==> src/rtl/bitstream_pc_ctrl.sv <==
// Read-pointer / fill-level controller for the circular bitstream window.
// Tracks the parser bit pointer, buffered bit count and the refill word address.
module bitstream_pc_ctrl #(
  parameter int unsigned PC_W   = 7,
  parameter int unsigned LEN_W  = 5,
  parameter int unsigned NSRC   = 4,
  parameter int unsigned WORD_W = 16,
  localparam int unsigned SRC_W = (NSRC > 1) ? $clog2(NSRC) : 1,
  localparam int unsigned WB    = $clog2(WORD_W),
  localparam int unsigned WA_W  = PC_W - WB
) (
  input  logic                    clk,
  input  logic                    reset_n,
  input  logic                    flush_i,
  input  logic                    adv_valid_i,
  input  logic [2:0]              adv_mode_i,
  input  logic [SRC_W-1:0]        adv_src_i,
  input  logic [NSRC*LEN_W-1:0]   len_bus_i,
  input  logic [LEN_W-1:0]        fixed_len_i,
  output logic                    adv_ready_o,
  output logic [PC_W-1:0]         pc_o,
  output logic [PC_W-1:0]         pc_next_o,
  output logic [PC_W:0]           level_o,
  input  logic                    refill_valid_i,
  output logic                    refill_ready_o,
  output logic [WA_W-1:0]         wr_addr_o,
  output logic                    err_mode_o
);

  localparam int unsigned DEPTH = 2 ** PC_W;
  localparam int unsigned LW    = PC_W + 1;

  logic [PC_W-1:0]  pc_q, pc_d;
  logic [PC_W:0]    level_q, level_d;
  logic [WA_W-1:0]  wr_addr_q, wr_addr_d;
  logic             err_q, err_d;

  logic [LEN_W-1:0] src_len [NSRC];
  logic [PC_W:0]    req;
  logic             mode_legal;
  logic [2:0]       byte_gap;
  logic [WB-1:0]    word_gap;
  logic             advance;
  logic             refill_fire;

  for (genvar k = 0; k < NSRC; k++) begin : g_src
    assign src_len[k] = len_bus_i[k*LEN_W +: LEN_W];
  end

  // Distance to the next byte / word boundary; zero when already aligned.
  assign byte_gap = 3'd0 - pc_q[2:0];
  assign word_gap = WB'(0) - pc_q[WB-1:0];

  always_comb begin
    req        = '0;
    mode_legal = 1'b1;
    case (adv_mode_i)
      3'd0:    req = '0;
      3'd1:    req = LW'(fixed_len_i);
      3'd2:    req = LW'(src_len[adv_src_i]);
      3'd3:    req = LW'(byte_gap);
      3'd4:    req = LW'(word_gap);
      default: mode_legal = 1'b0;
    endcase
  end

  assign adv_ready_o    = reset_n & ~flush_i & adv_valid_i & (req <= level_q);
  assign refill_ready_o = reset_n & ~flush_i & (level_q <= LW'(DEPTH - WORD_W));
  assign advance        = adv_ready_o & mode_legal;
  assign refill_fire    = refill_valid_i & refill_ready_o;

  always_comb begin
    pc_d      = advance ? pc_q + req[PC_W-1:0] : pc_q;
    level_d   = level_q - (advance ? req : '0) + (refill_fire ? LW'(WORD_W) : '0);
    wr_addr_d = refill_fire ? wr_addr_q + 1'b1 : wr_addr_q;
    // Illegal modes are acknowledged so the parser never deadlocks, but flagged.
    err_d     = err_q | (adv_ready_o & ~mode_legal);
  end

  always_ff @(posedge clk) begin
    if (!reset_n) begin
      pc_q      <= '0;
      level_q   <= '0;
      wr_addr_q <= '0;
      err_q     <= 1'b0;
    end else if (flush_i) begin
      pc_q      <= '0;
      level_q   <= '0;
      wr_addr_q <= '0;
    end else begin
      pc_q      <= pc_d;
      level_q   <= level_d;
      wr_addr_q <= wr_addr_d;
      err_q     <= err_d;
    end
  end

  assign pc_o       = pc_q;
  assign pc_next_o  = pc_d;
  assign level_o    = level_q;
  assign wr_addr_o  = wr_addr_q;
  assign err_mode_o = err_q;

endmodule
==> config.mk <==
export PLATFORM = sky130hd
export DESIGN_NAME = bitstream_pc_ctrl
export DESIGN_NICKNAME = d
export VERILOG_FILES = /design/src/rtl/bitstream_pc_ctrl.sv
export SDC_FILE = /design/constraint.sdc
export NUM_CORES = 1
export LEC_CHECK = 0
export BUFFER_PORTS_ARGS = -buffer_cell sky130_fd_sc_hd__buf_4
export CAP_MARGIN = 25
export CORE_UTILIZATION = 30
export CTS_BUF_LIST = sky130_fd_sc_hd__clkbuf_2
export DETAILED_ROUTE_END_ITERATION = 10
export PLACE_DENSITY = 0.51
export SETUP_SLACK_MARGIN = 0.2
export SYNTH_ARGS = -nofsm -noshare
export SYNTH_HDL_FRONTEND = slang
export SYNTH_SLANG_ARGS = --single-unit
==> constraint.sdc <==
create_clock -name clk -period 5.7 [get_ports clk]
set_input_delay 1.14 -clock clk [delete_from_list [all_inputs] [get_ports clk]]
set_output_delay 1.14 -clock clk [all_outputs]
set_load 0.01 [all_outputs]
==> Flow_metrics.wiki, run 1 <==
{| class="wikitable"
! Metric !! Value
|-
| # Post-CTS Setup Buffers || 0
|-
| Total CTS buffers || 3
|-
| Max Clock Skew || 0.0188 ns
|-
| Final Routed Wirelength || between 4000 and 5000 µm
|-
| Net Count, Synth || approximately 270
|-
| Worst Path Class, Setup || input port to output pin
|-
| Half-perimeter wire length of the detailed placement result || about 3600 µm
|-
| Highest attainable clock frequency || between 0.15 and 0.2 GHz
|-
| Met2 Resource Use GR || 26.5%
|-
| Clk pin slew, worst setup/hold paths || around 0.21 ns
|-
| Area share of the leading cell type in the synthesized netlist || 20.9%
|-
| Die height || 79.9 µm
|-
| Count of antenna diodes in the layout || 0
|-
| Die Outline Area || about 6400 µm²
|-
| Initial core utilization || 30.9%
|-
| Min Clock Period, post-route || 5.03 ns
|-
| Final-report hold violation count || 0
|-
| Pin count of the biggest net entering global routing || 18
|-
| Start point of the worst min-delay path || wr_addr_o[2]
|-
| CP dominant cell by count || sky130_fd_sc_hd__buf_4
|-
| Unrepaired setup endpoints after global routing || no
|-
| Total Nets Final || around 330
|-
| Cells taking the most area after synthesis || sky130_fd_sc_hd__dfxtp_1 21%, sky130_fd_sc_hd__ha_1 16%, sky130_fd_sc_hd__mux4_1 4.3%, sky130_fd_sc_hd__a21oi_1 3.6%, sky130_fd_sc_hd__inv_1 3.5%
|-
| # clock sinks || 19
|-
| Area of the multi-input gates || between 1000 and 1500 µm²
|-
| Arrival time at the worst endpoint || about 4 ns
|-
| Sequential cell area || 380 µm²
|-
| Post-CTS resize count || 0
|-
| Max Cap Viol || 0
|-
| Total number of placement rows || 28
|-
| Global Route met3 Usage || 2.86%
|-
| Delay of the slowest critical-path stage || 0.49 ns
|-
| Final clock period utilization by the worst path || just under 90%
|-
| Boundary pin count || between 60 and 70
|-
| WHS Endpoint || wr_addr_o[2]
|-
| Final sum of negative setup slack || 0 ns
|-
| Number of antenna violations at the first check in global routing || 0
|-
| FF-to-FF path depth || 17
|-
| Number of distinct library cells after synthesis || 47
|-
| Crit-path cells || buf_4 -> mux4_2 -> mux2_2 -> a21oi_2 -> o21ai_2 -> ha_1 -> and4_4 -> a2111oi_4 -> o31a_1 -> buf_4 -> nor3_2 -> xor2_1 -> buf_4
|-
| Register area share after synthesis || a little over a fifth
|-
| Startpoint type of the worst setup path || input port
|-
| Total Routing Usage GR || between 10% and 20%
|-
| Slowest library cell on the worst path || sky130_fd_sc_hd__mux4_2
|-
| Final Wtd Congestion || between 0.7 and 0.8
|-
| Most used routing layer in global routing || met2
|-
| Clock root buffer master || sky130_fd_sc_hd__clkbuf_2
|-
| Average instance area after synthesis || roughly 8.6 µm²
|-
| Hold path depth || 1
|-
| Core Box Area || about 6000 µm²
|-
| Fill cell instance count of the final layout || 630
|-
| Remaining global-route overflow || 0
|-
| FF+latch count, synth || 19
|-
| DR DRC count || 0
|-
| Crit-path max FO || 10
|-
| Total power || just over 0.4 mW
|-
| Port bufs || 62
|-
| Wire length per cell || ~13 µm
|-
| Horiz. Die Dim || between 70 and 80 µm
|-
| Outcome || finished, final reports clean
|-
| Reported leakage power || between 1 and 1.5 nW
|-
| First-pass GRT wire length || roughly 7400 µm
|-
| Total setup violations reported at the end of the flow || 0
|-
| Routed Antenna Nets || 0
|-
| Launch point of the worst reg-to-reg path || pc_o[0]
|-
| Clk_lat worst skew || between 0.3 and 0.4 ns
|-
| YS warnings || 0
|-
| Endpoint required time on the critical path || about 4.6 ns
|-
| Number of cells produced by synthesis || 211
|-
| Number of enable-type register cells in the synthesized netlist || 0
|-
| Relative area change from synthesis to final layout || 29.9%
|-
| Leading register cell type out of synthesis || sky130_fd_sc_hd__dfxtp_1
|-
| Actual slew at the worst max-slew pin || 0.706 ns
|-
| Mean number of vias per cell || between 4 and 5
|-
| CTS H-tree depth || 1
|-
| # hold bufs at CTS || 0
|-
| Initial DRC Count || 34
|-
| Launch point of the worst path || adv_src_i[0]
|-
| Commonest cells after routing, fill and taps aside || 64 x sky130_fd_sc_hd__buf_4, 24 x sky130_fd_sc_hd__ha_1, 19 x sky130_fd_sc_hd__dfxtp_1
|-
| Clock tree from TritonCTS || yes
|-
| Top cell type by total area after synthesis || sky130_fd_sc_hd__dfxtp_1
|-
| Via count of the first global-routing pass || between 1,500 and 2,000
|-
| Worst voltage drop across the vdd grid || roughly 130 µV
|-
| Hold crit path type || flip-flop to flip-flop
|-
| Fraction of layout instances using a drive strength above 1 || 30.3%
|-
| Share of flip-flops with an asynchronous set or reset after synthesis || 0%
|-
| Leading cell type in the layout, fill and taps excluded || sky130_fd_sc_hd__buf_4
|-
| Worst slew margin || a little over half
|-
| Routed vias || between 1,500 and 2,000
|-
| Cell area after synthesis || between 1500 and 2000 µm²
|-
| GRT met1 Usage || 18.9%
|-
| Total count of max-transition violations in the final report || 0
|-
| Worst setup EP type || output pin
|-
| Final-layout worst hold slack || ~0.50 ns
|-
| Maximum buffer depth of the clock tree || 2
|-
| Reg-to-reg critical path endpoint || level_o[6]
|-
| Power density relative to cell area || around 170 nW/µm²
|-
| Reg-to-reg slack, setup || roughly 1.3 ns
|-
| Detailed Routing Iterations Pass 1 || 4
|}
## area by class of cell
class,count,area share (%)
tap,75,3.97
timing repair buffer,64,20.3
clock buffer,3,0.635
sequential,19,16.1
inverter,17,2.70
multi-input combinational,167,56.0
clock inverter,1,0.317
## cell usage after synthesis (3+ instances only)
library cell and n:
sky130_fd_sc_hd__o21ai_0 9, sky130_fd_sc_hd__a22oi_1 3, sky130_fd_sc_hd__clkbuf_1 4, sky130_fd_sc_hd__a21oi_1 13, sky130_fd_sc_hd__o21ai_2 3, sky130_fd_sc_hd__a21o_1 5, sky130_fd_sc_hd__nor2_1 17, sky130_fd_sc_hd__inv_1 17
sky130_fd_sc_hd__xnor2_1 5, sky130_fd_sc_hd__fa_1 3, sky130_fd_sc_hd__nand2b_1 4, sky130_fd_sc_hd__nand3_1 10, sky130_fd_sc_hd__nand2_1 17, sky130_fd_sc_hd__dfxtp_1 19, sky130_fd_sc_hd__mux4_1 3, sky130_fd_sc_hd__nor2b_1 4
sky130_fd_sc_hd__xor2_1 4, sky130_fd_sc_hd__mux2i_1 5, sky130_fd_sc_hd__ha_1 24, sky130_fd_sc_hd__and2_1 3, sky130_fd_sc_hd__nor3_1 4
## report_power, final
group	total [mW]	switching (mW)	leakage (nW)	internal (mW)
sequential	0.150	0.00891	0.154	0.141
clock	0.0618	0.0455	0.0126	0.0163
combinational	0.190	0.0970	0.919	0.0935
## how the worst max path moves through the flow
stage,to,depth (start not counted)
after detailed placement,level_o[6],16
final,pc_next_o[5],13
after global placement,level_o[6],16
after floorplan,level_o[7],19
after global routing,pc_next_o[6],13
after CTS,pc_next_o[5],13
## flip-flops by register name, summed over array words and instances, names as in the netlist
| signal | cells |
|---|---|
| err_mode_o | 1 |
| level_o | 8 |
| pc_o | 7 |
| wr_addr_o | 3 |
## critical path: cells and delay by family
family,cells,cell delay (ns)
XOR/XNOR,1,0.16
adder cells (fa/ha/maj),1,0.29
AND/OR/NAND/NOR,2,0.28
AO/OA/AOI/OAI,4,0.80
multiplexers,2,0.77
buffers and inverters,3,0.45
## logic make-up after synthesis
logic type	synth area share (%)
fa+ha+maj	19.8
buf+inv	6.39
flops	20.9
mux	10.8
compound gates	17.5
xor+xnor	4.33
simple gates	20.3
## per-layer routing
layer,share of wire (%),wire (µm),vias to the layer above
met2,51,2220,25
li1,-,-,877
met4,0.30,13,0
met5,0,0,-
met1,46,2010,762
met3,2.8,124,2
## metrics by stage
| stage | cell area (µm²) | utilization, % | cells | worst slack (ns) |
|---|---|---|---|---|
| finish | 2360 | 40.2 | 346 | 0.666 |
| CTS | 2360 | 40.2 | 346 | 0.640 |
| global route | 2360 | 40.2 | 346 | 0.477 |
| global placement | 2340 | 39.8 | 342 | 0.449 |
| floorplan | 1820 | - | 211 | 0.637 |
| detailed placement | 2340 | 39.8 | 342 | 0.418 |
(Power assumes the default switching activity.)
==> inputs of run 2 (changes only) <==
- clock period: 5.7 -> 6.3 ns (I/O delays scaled with it)
==> run 2 against run 1 <==
Compared with the run above:
- first-iteration DRC count decreased by 12%
- combinational power fell by 8%
- critical path type unchanged
- flip-flop and latch count stayed put
==> Flow_metrics.wiki, run 2 (synthesis results as in run 1) <==
{| class="wikitable"
! Metric !! Value
|-
| Reg-to-reg slack, setup || 1.84 ns (+0.54 ns)
|-
| Reported leakage power || 1.09 nW (+0.35%)
|-
| Die Outline Area || 6380 µm² (unchanged)
|-
| Horiz. Die Dim || 79.9 µm (unchanged)
|-
| CTS H-tree depth || 1 (unchanged)
|-
| Clk_lat worst skew || 0.33 ns (about the same)
|-
| Start point of the worst min-delay path || wr_addr_o[2]
|-
| NetSw || 0.142 mW (-6.2%)
|-
| Worst Path Class, Setup || input port to output pin
|-
| Max Clock Skew || 0.0107 ns (-0.00806 ns)
|-
| Highest attainable clock frequency || between 0.15 and 0.2 GHz
|-
| Total Routing Usage GR || 15.4% (+0.60 points)
|-
| Initial DRC Count || 30 (-12%)
|-
| Final Routed Wirelength || 4560 µm (+4.4%)
|-
| Sequential share of power || 36.9% (-0.4 points)
|-
| Switching share of total power || 38.5% (+0.89 points)
|-
| Internal power component || 0.227 mW (-9.6%)
|-
| Routed Antenna Nets || 0 (unchanged)
|-
| Half-perimeter wire length of the detailed placement result || 3680 µm (+1.5%)
|-
| Actual slew at the worst max-slew pin || 0.703 ns (-0.00354 ns)
|-
| Remaining global-route overflow || 0 (unchanged)
|-
| Final clock period utilization by the worst path || 84.0%
|-
| Hold crit path type || flip-flop to flip-flop
|-
| Count of antenna diodes in the layout || 0 (unchanged)
|-
| Boundary pin count || 63 (unchanged)
|-
| Startpoint type of the worst setup path || input port
|-
| Delay of the slowest critical-path stage || 0.50 ns (about the same)
|-
| Initial core utilization || 30.9% (unchanged)
|-
| Slowest library cell on the worst path || sky130_fd_sc_hd__mux4_2
|-
| Post-placement worst setup slack || 0.791 ns (+0.373 ns)
|-
| Commonest cells after routing, fill and taps aside || 64 x sky130_fd_sc_hd__buf_4, 24 x sky130_fd_sc_hd__ha_1, 19 x sky130_fd_sc_hd__dfxtp_1
|-
| Port bufs || 62 (unchanged)
|-
| # hold bufs at CTS || 0 (unchanged)
|-
| Worst setup EP type || output pin
|-
| FF-to-FF path depth || 21 (+4)
|-
| # Post-CTS Setup Buffers || 0 (unchanged)
|-
| Die height || 79.9 µm (unchanged)
|-
| Pin count of the biggest net entering global routing || 18 (unchanged)
|-
| Number of antenna violations at the first check in global routing || 0 (unchanged)
|-
| Wire length per cell || 13.2 µm (+4.4%)
|-
| First-pass GRT wire length || 7670 µm (+3.2%)
|-
| Fraction of layout instances using a drive strength above 1 || 30.3% (unchanged)
|-
| Clk pin slew, worst setup/hold paths || 0.22 ns (about the same)
|-
| Post-CTS resize count || 0 (unchanged)
|-
| Via count of the first global-routing pass || 1,641 (+1.5%)
|-
| Hold path depth || 1 (unchanged)
|-
| # clock sinks || 19 (unchanged)
|-
| Core Box Area || 5890 µm² (unchanged)
|-
| Total setup violations reported at the end of the flow || 0 (unchanged)
|-
| Area of the multi-input gates || 1320 µm² (unchanged)
|-
| Reg-to-reg critical path endpoint || level_o[7]
|-
| Final sum of negative setup slack || 0 ns (unchanged)
|-
| Final-report hold violation count || 0 (unchanged)
|-
| Power density relative to cell area || 156 nW/µm² (-8.2%)
|-
| Clock network fraction of total power || 16.0% (+0.6 points)
|-
| Placed instance area || 2340 µm² (unchanged)
|-
| Crit-path max FO || 11 (+1)
|-
| Worst Path Buf+Inv || 3 (unchanged)
|-
| CP dominant cell by count || sky130_fd_sc_hd__buf_4
|-
| Total count of max-transition violations in the final report || 0 (unchanged)
|-
| Leading cell type in the layout, fill and taps excluded || sky130_fd_sc_hd__buf_4
|-
| Arrival time at the worst endpoint || 4.03 ns (+0.14 ns)
|-
| Fin worst setup slack || 1.01 ns (+0.343 ns)
|-
| DR DRC count || 0 (unchanged)
|-
| Endpoint required time on the critical path || 5.04 ns (+0.48 ns)
|-
| Launch point of the worst reg-to-reg path || pc_o[0]
|-
| Unrepaired setup endpoints after global routing || no
|-
| Total CTS buffers || 3 (unchanged)
|-
| Outcome || finished, final reports clean
|-
| Crit-path cells || buf_4 -> mux4_2 -> mux2_2 -> a21oi_2 -> o21ai_2 -> ha_1 -> and4_4 -> a2111oi_4 -> o31a_1 -> buf_4 -> nor3_2 -> xor2_1 -> buf_4
|-
| Routed vias || 1,663 (-0.18%)
|-
| Sequential cell area || 380 µm² (unchanged)
|-
| Fill cell instance count of the final layout || 612 (-2.9%)
|-
| Max Cap Viol || 0 (unchanged)
|-
| Clock tree from TritonCTS || yes
|-
| Post-route cell area || 2360 µm² (-0.11%)
|-
| Worst slew margin || 53.2% (+0.24 points)
|-
| Mean number of vias per cell || 4.81 (-0.18%)
|-
| Final-layout worst hold slack || 0.478 ns (-0.0182 ns)
|-
| Detailed Routing Iterations Pass 1 || 4 (unchanged)
|-
| Maximum buffer depth of the clock tree || 2 (unchanged)
|-
| CP top delay family || compound AO/OA/AOI/OAI gates
|-
| Final Wtd Congestion || 0.772 (+4.2%)
|-
| Relative area change from synthesis to final layout || 29.8%
|-
| Total number of placement rows || 28 (unchanged)
|-
| Combinational group share of total power || 47.1% (-0.2 points)
|-
| Min Clock Period, post-route || roughly 5.3 ns
|-
| Number of flip-flops in the largest register || 8 (unchanged)
|-
| Total Nets Final || 334 (unchanged)
|-
| Clock root buffer master || sky130_fd_sc_hd__clkbuf_2
|-
| Worst voltage drop across the vdd grid || 129 µV (-0.83%)
|-
| WHS Endpoint || wr_addr_o[2]
|}
-- run 2: changes by cell type in the layout (fill, tap and decap cells not counted), sizes merged --
cell / change
clkinvlp: -1
clkinv: +1
-- run 2: how the worst max path moves through the flow --
stage                  from           end  cells past startpoint
2_1_floorplan  adv_src_i[0]    level_o[7]                     19
6_report       adv_src_i[0]  pc_next_o[6]                     13
3_3_place_gp   adv_src_i[0]    level_o[6]                     19
3_5_place_dp   adv_src_i[0]    level_o[7]                     19
5_1_grt        adv_src_i[0]  pc_next_o[6]                     13
4_1_cts        adv_src_i[0]  pc_next_o[6]                     13
-- run 2: metal layers --
metal	GRT usage, %	vias to the layer above	wire (µm)
met3	2.74	2	124
met1	18.9	764	2080
met5	0	-	0
li1	-	874	-
met2	28.4	23	2330
met4	1.61	0	18
-- run 2: power groups by stage --
stage / clock network (mW) / logic (mW) / registers (mW)
after floorplan: 0 / 0.120 / 0.140
after global routing: 0.0675 / 0.196 / 0.138
after global placement: 0 / 0.172 / 0.139
after detailed placement: 0 / 0.174 / 0.138
final: 0.0591 / 0.174 / 0.136
after CTS: 0.0630 / 0.174 / 0.136
-- run 2: stage by stage --
| step | util (%) | power (mW) | instances |
|---|---|---|---|
| 2_1_floorplan | - | 0.260 | 211 |
| 3_3_place_gp | 39.8 | 0.311 | 342 |
| 3_5_place_dp | 39.8 | 0.312 | 342 |
| 4_1_cts | 40.1 | 0.374 | 346 |
| 5_1_grt | 40.1 | 0.402 | 346 |
| 6_report | 40.1 | 0.369 | 346 |
-- run 2: area by class of cell --
class / count / area share, %
Sequential cell: 19 / 16.1
Clock inverter: 1 / 0.212
Multi-Input combinational cell: 167 / 56.0
Clock buffer: 3 / 0.636
Inverter: 17 / 2.70
Tap cell: 75 / 3.97
Timing Repair Buffer: 64 / 20.3
==> inputs of run 3 (changes only) <==
- ABC_AREA: default -> 1
- PLACE_DENSITY: 0.51 -> 0.52
- clock period: 6.3 -> 5.4 ns (I/O delays scaled with it)
==> run 3 against run 2 <==
Compared with the run above:
- routed wire length grew 6.8%
- combinational power fell by 10%
- cell area rose by 1.2%
- cell count up 21%
- synthesized cell count is 33% higher
- utilization increased by 2.0 points
- non-clock buffer count down 1
- die area down 0.28%
- worst setup slack got worse by 0.19 ns
- critical path depth rose by 4
- critical path type unchanged
- highest routed layer unchanged
==> Flow_metrics.wiki, run 3 <==
{| class="wikitable"
! Metric !! Value
|-
| Top cell type by total area after synthesis || sky130_fd_sc_hd__dfxtp_1
|-
| # clock sinks || 19 (unchanged)
|-
| Most repeated cell in the gate-level netlist after synthesis || sky130_fd_sc_hd__nand2_1
|-
| Number of flip-flops in the largest register || 8 (unchanged)
|-
| Crit-path max FO || 5 (-6)
|-
| Maximum buffer depth of the clock tree || 2 (unchanged)
|-
| Final sum of negative setup slack || 0 ns (unchanged)
|-
| # hold bufs at CTS || 0 (unchanged)
|-
| Worst setup EP type || output pin
|-
| Power density relative to cell area || 159 nW/µm² (+1.5%)
|-
| Final Routed Wirelength || 4870 µm (+6.8%)
|-
| Cells taking the most area after synthesis || sky130_fd_sc_hd__dfxtp_1 21%, sky130_fd_sc_hd__ha_1 17%, sky130_fd_sc_hd__nand2_1 15%, sky130_fd_sc_hd__inv_1 11%, sky130_fd_sc_hd__a21oi_1 5.0%
|-
| Horiz. Die Dim || 79.8 µm (-0.14%)
|-
| # Post-CTS Setup Buffers || 0 (unchanged)
|-
| Max Clock Skew || 0.0216 ns (+0.0109 ns)
|-
| Area share of the leading cell type in the synthesized netlist || 21.0% (+0.058 points)
|-
| Fin worst setup slack || 0.815 ns (-0.194 ns)
|-
| Final Wtd Congestion || 0.824 (+6.7%)
|-
| Wire length per cell || 11.7 µm (-12%)
|-
| Reported leakage power || 1.30 nW (+20%)
|-
| Die height || 79.8 µm (-0.14%)
|-
| Arrival time at the worst endpoint || 3.50 ns (-0.53 ns)
|-
| Startpoint type of the worst setup path || input port
|-
| Share of flip-flops with an asynchronous set or reset after synthesis || 0% (unchanged)
|-
| Post-route cell area || 2390 µm² (+1.2%)
|-
| Average instance area after synthesis || 6.46 µm² (-25%)
|-
| FF+latch count, synth || 19 (unchanged)
|-
| Clk pin slew, worst setup/hold paths || 0.21 ns (about the same)
|-
| Area of the multi-input gates || 1220 µm² (-7.9%)
|-
| Mean number of vias per cell || 4.57 (-5.0%)
|-
| Total number of placement rows || 27 (-3.6%)
|-
| CTS H-tree depth || 1 (unchanged)
|-
| Worst Path Class, Setup || input port to output pin
|-
| Half-perimeter wire length of the detailed placement result || 3970 µm (+7.9%)
|-
| YS warnings || 0 (unchanged)
|-
| Worst voltage drop across the vdd grid || 93.2 µV (-28%)
|-
| Placed instance area || 2370 µm² (+1.2%)
|-
| Post-route core utilization || 42.1% (+2.0 points)
|-
| Die Outline Area || 6370 µm² (-0.28%)
|-
| Total count of max-transition violations in the final report || 0 (unchanged)
|-
| Fill cell instance count of the final layout || 626 (+2.3%)
|-
| Highest attainable clock frequency || approximately 0.22 GHz
|-
| Total setup violations reported at the end of the flow || 0 (unchanged)
|-
| Commonest cells after routing, fill and taps aside || 72 x sky130_fd_sc_hd__nand2_1, 63 x sky130_fd_sc_hd__buf_4, 53 x sky130_fd_sc_hd__inv_1
|-
| Outcome || finished, final reports clean
|-
| Most used standard cells in the synthesized netlist || 72 x sky130_fd_sc_hd__nand2_1, 53 x sky130_fd_sc_hd__inv_1, 24 x sky130_fd_sc_hd__ha_1, 24 x sky130_fd_sc_hd__nor2_1, 19 x sky130_fd_sc_hd__dfxtp_1
|-
| Detailed Routing Iterations Pass 1 || 4 (unchanged)
|-
| Total CTS buffers || 3 (unchanged)
|-
| Hold crit path type || flip-flop to flip-flop
|-
| Worst slew margin || 59.0% (+5.9 points)
|-
| Fraction of layout instances using a drive strength above 1 || 21.7% (-8.6 points)
|-
| Total Nets Final || 409 (+22%)
|-
| Endpoint required time on the critical path || 4.32 ns (-0.72 ns)
|-
| Clk_lat worst skew || 0.35 ns (+0.02 ns)
|-
| Net Count, Synth || 343 (+26%)
|-
| Actual slew at the worst max-slew pin || 0.610 ns (-0.0931 ns)
|-
| Via count of the first global-routing pass || 1,791 (+9.1%)
|-
| Max Cap Viol || 0 (unchanged)
|-
| Sequential cell area || 380 µm² (unchanged)
|-
| Post-placement worst setup slack || 0.462 ns (-0.329 ns)
|-
| Leading cell type in the layout, fill and taps excluded || sky130_fd_sc_hd__nand2_1
|-
| DR DRC count || 0 (unchanged)
|-
| Min Clock Period, post-route || around 4.6 ns
|-
| Final-report hold violation count || 0 (unchanged)
|-
| Number of cells produced by synthesis || 281 (+33%)
|-
| Routed vias || 1,909 (+15%)
|-
| Number of antenna violations at the first check in global routing || 0 (unchanged)
|-
| Post-CTS resize count || 0 (unchanged)
|-
| Total power || 0.379 mW (+2.7%)
|-
| Unrepaired setup endpoints after global routing || no
|-
| Core Box Area || 5680 µm² (-3.6%)
|-
| Leading register cell type out of synthesis || sky130_fd_sc_hd__dfxtp_1
|-
| Boundary pin count || 63 (unchanged)
|-
| Initial DRC Count || 47 (+57%)
|-
| Relative area change from synthesis to final layout || 31.6%
|-
| Routed Antenna Nets || 0 (unchanged)
|-
| Cell area after synthesis || 1820 µm² (-0.27%)
|-
| Remaining global-route overflow || 0 (unchanged)
|-
| Number of enable-type register cells in the synthesized netlist || 0 (unchanged)
|-
| Number of distinct library cells after synthesis || 26 (-45%)
|-
| Port bufs || 62 (unchanged)
|-
| First-pass GRT wire length || 8090 µm (+5.6%)
|-
| Clock tree from TritonCTS || yes
|-
| Count of antenna diodes in the layout || 0 (unchanged)
|-
| Total Routing Usage GR || 16.1% (+0.71 points)
|-
| Register area share after synthesis || 21.0% (+0.058 points)
|-
| Final clock period utilization by the worst path || a little over four fifths
|-
| Clock root buffer master || sky130_fd_sc_hd__clkbuf_2
|-
| Initial core utilization || 32.0% (+1.1 points)
|-
| Pin count of the biggest net entering global routing || 16 (-2)
|}
==> run 3: worst max-delay path, stage by stage <==
cell and delay, ns:
sky130_fd_sc_hd__buf_4 0.12, sky130_fd_sc_hd__nor3_1 0.52, sky130_fd_sc_hd__nand2_1 0.10, sky130_fd_sc_hd__inv_1 0.07, sky130_fd_sc_hd__nor3_1 0.08, sky130_fd_sc_hd__inv_1 0.07, sky130_fd_sc_hd__ha_1 0.20, sky130_fd_sc_hd__inv_1 0.07
sky130_fd_sc_hd__fa_1 0.39, sky130_fd_sc_hd__inv_1 0.10, sky130_fd_sc_hd__nand3_1 0.07, sky130_fd_sc_hd__nand3_1 0.10, sky130_fd_sc_hd__xnor2_1 0.13, sky130_fd_sc_hd__nand4_1 0.10, sky130_fd_sc_hd__nand2_1 0.11, sky130_fd_sc_hd__inv_1 0.05
sky130_fd_sc_hd__buf_4 0.13
==> run 3: logic make-up after synthesis <==
| group | synth area share [%] |
|---|---|
| buffers and inverters | 11.9 |
| adders and majority gates | 19.8 |
| AOI/OAI and AO/OA | 11.0 |
| xor gates and xnor gates | 2.90 |
| and+or+nand+nor | 33.4 |
| DFF | 21.0 |
==> run 3: layout make-up <==
class / count / share of cell area [%]
Clock buffer: 3 / 0.628
Clock inverter: 1 / 0.209
Inverter: 55 / 8.69
Multi-Input combinational cell: 205 / 51.0
Sequential cell: 19 / 15.9
Tap cell: 72 / 3.77
Timing Repair Buffer: 63 / 19.8
==> run 3: path summary, 6_finish.rpt <==
kind,end,slack [ns],from,cells after the start
max,pc_next_o[4],0.82,adv_mode_i[2],17
min,err_mode_o,0.50,err_mode_o,1
max reg2reg,level_o[7],1.36,pc_o[0],25
min reg2reg,err_mode_o,0.50,err_mode_o,1
==> run 3: where the power goes <==
part / internal [mW] / leakage [nW] / switching [mW]
combinational: 0.0669 / 1.13 / 0.0889
sequential: 0.147 / 0.154 / 0.00596
clock: 0.0168 / 0.0164 / 0.0541
total: 0.230 / 1.30 / 0.149
==> run 3: routing by layer <==
metal  part of all wire (%)  vias up  GRT usage [%]
li1                       -     1033              -
met1                     50      814           21.9
met2                     41       57           26.2
met3                    7.3        5           2.86
met4                   0.86        0           3.75
met5                      0        -              0
==> run 3: metrics by stage <==
stage          cells  hold slack [ns]
3_3_place_gp     414            0.466
6_report         418            0.502
4_1_cts          418            0.507
3_5_place_dp     414            0.460
5_1_grt          418            0.538
2_1_floorplan    281            0.501
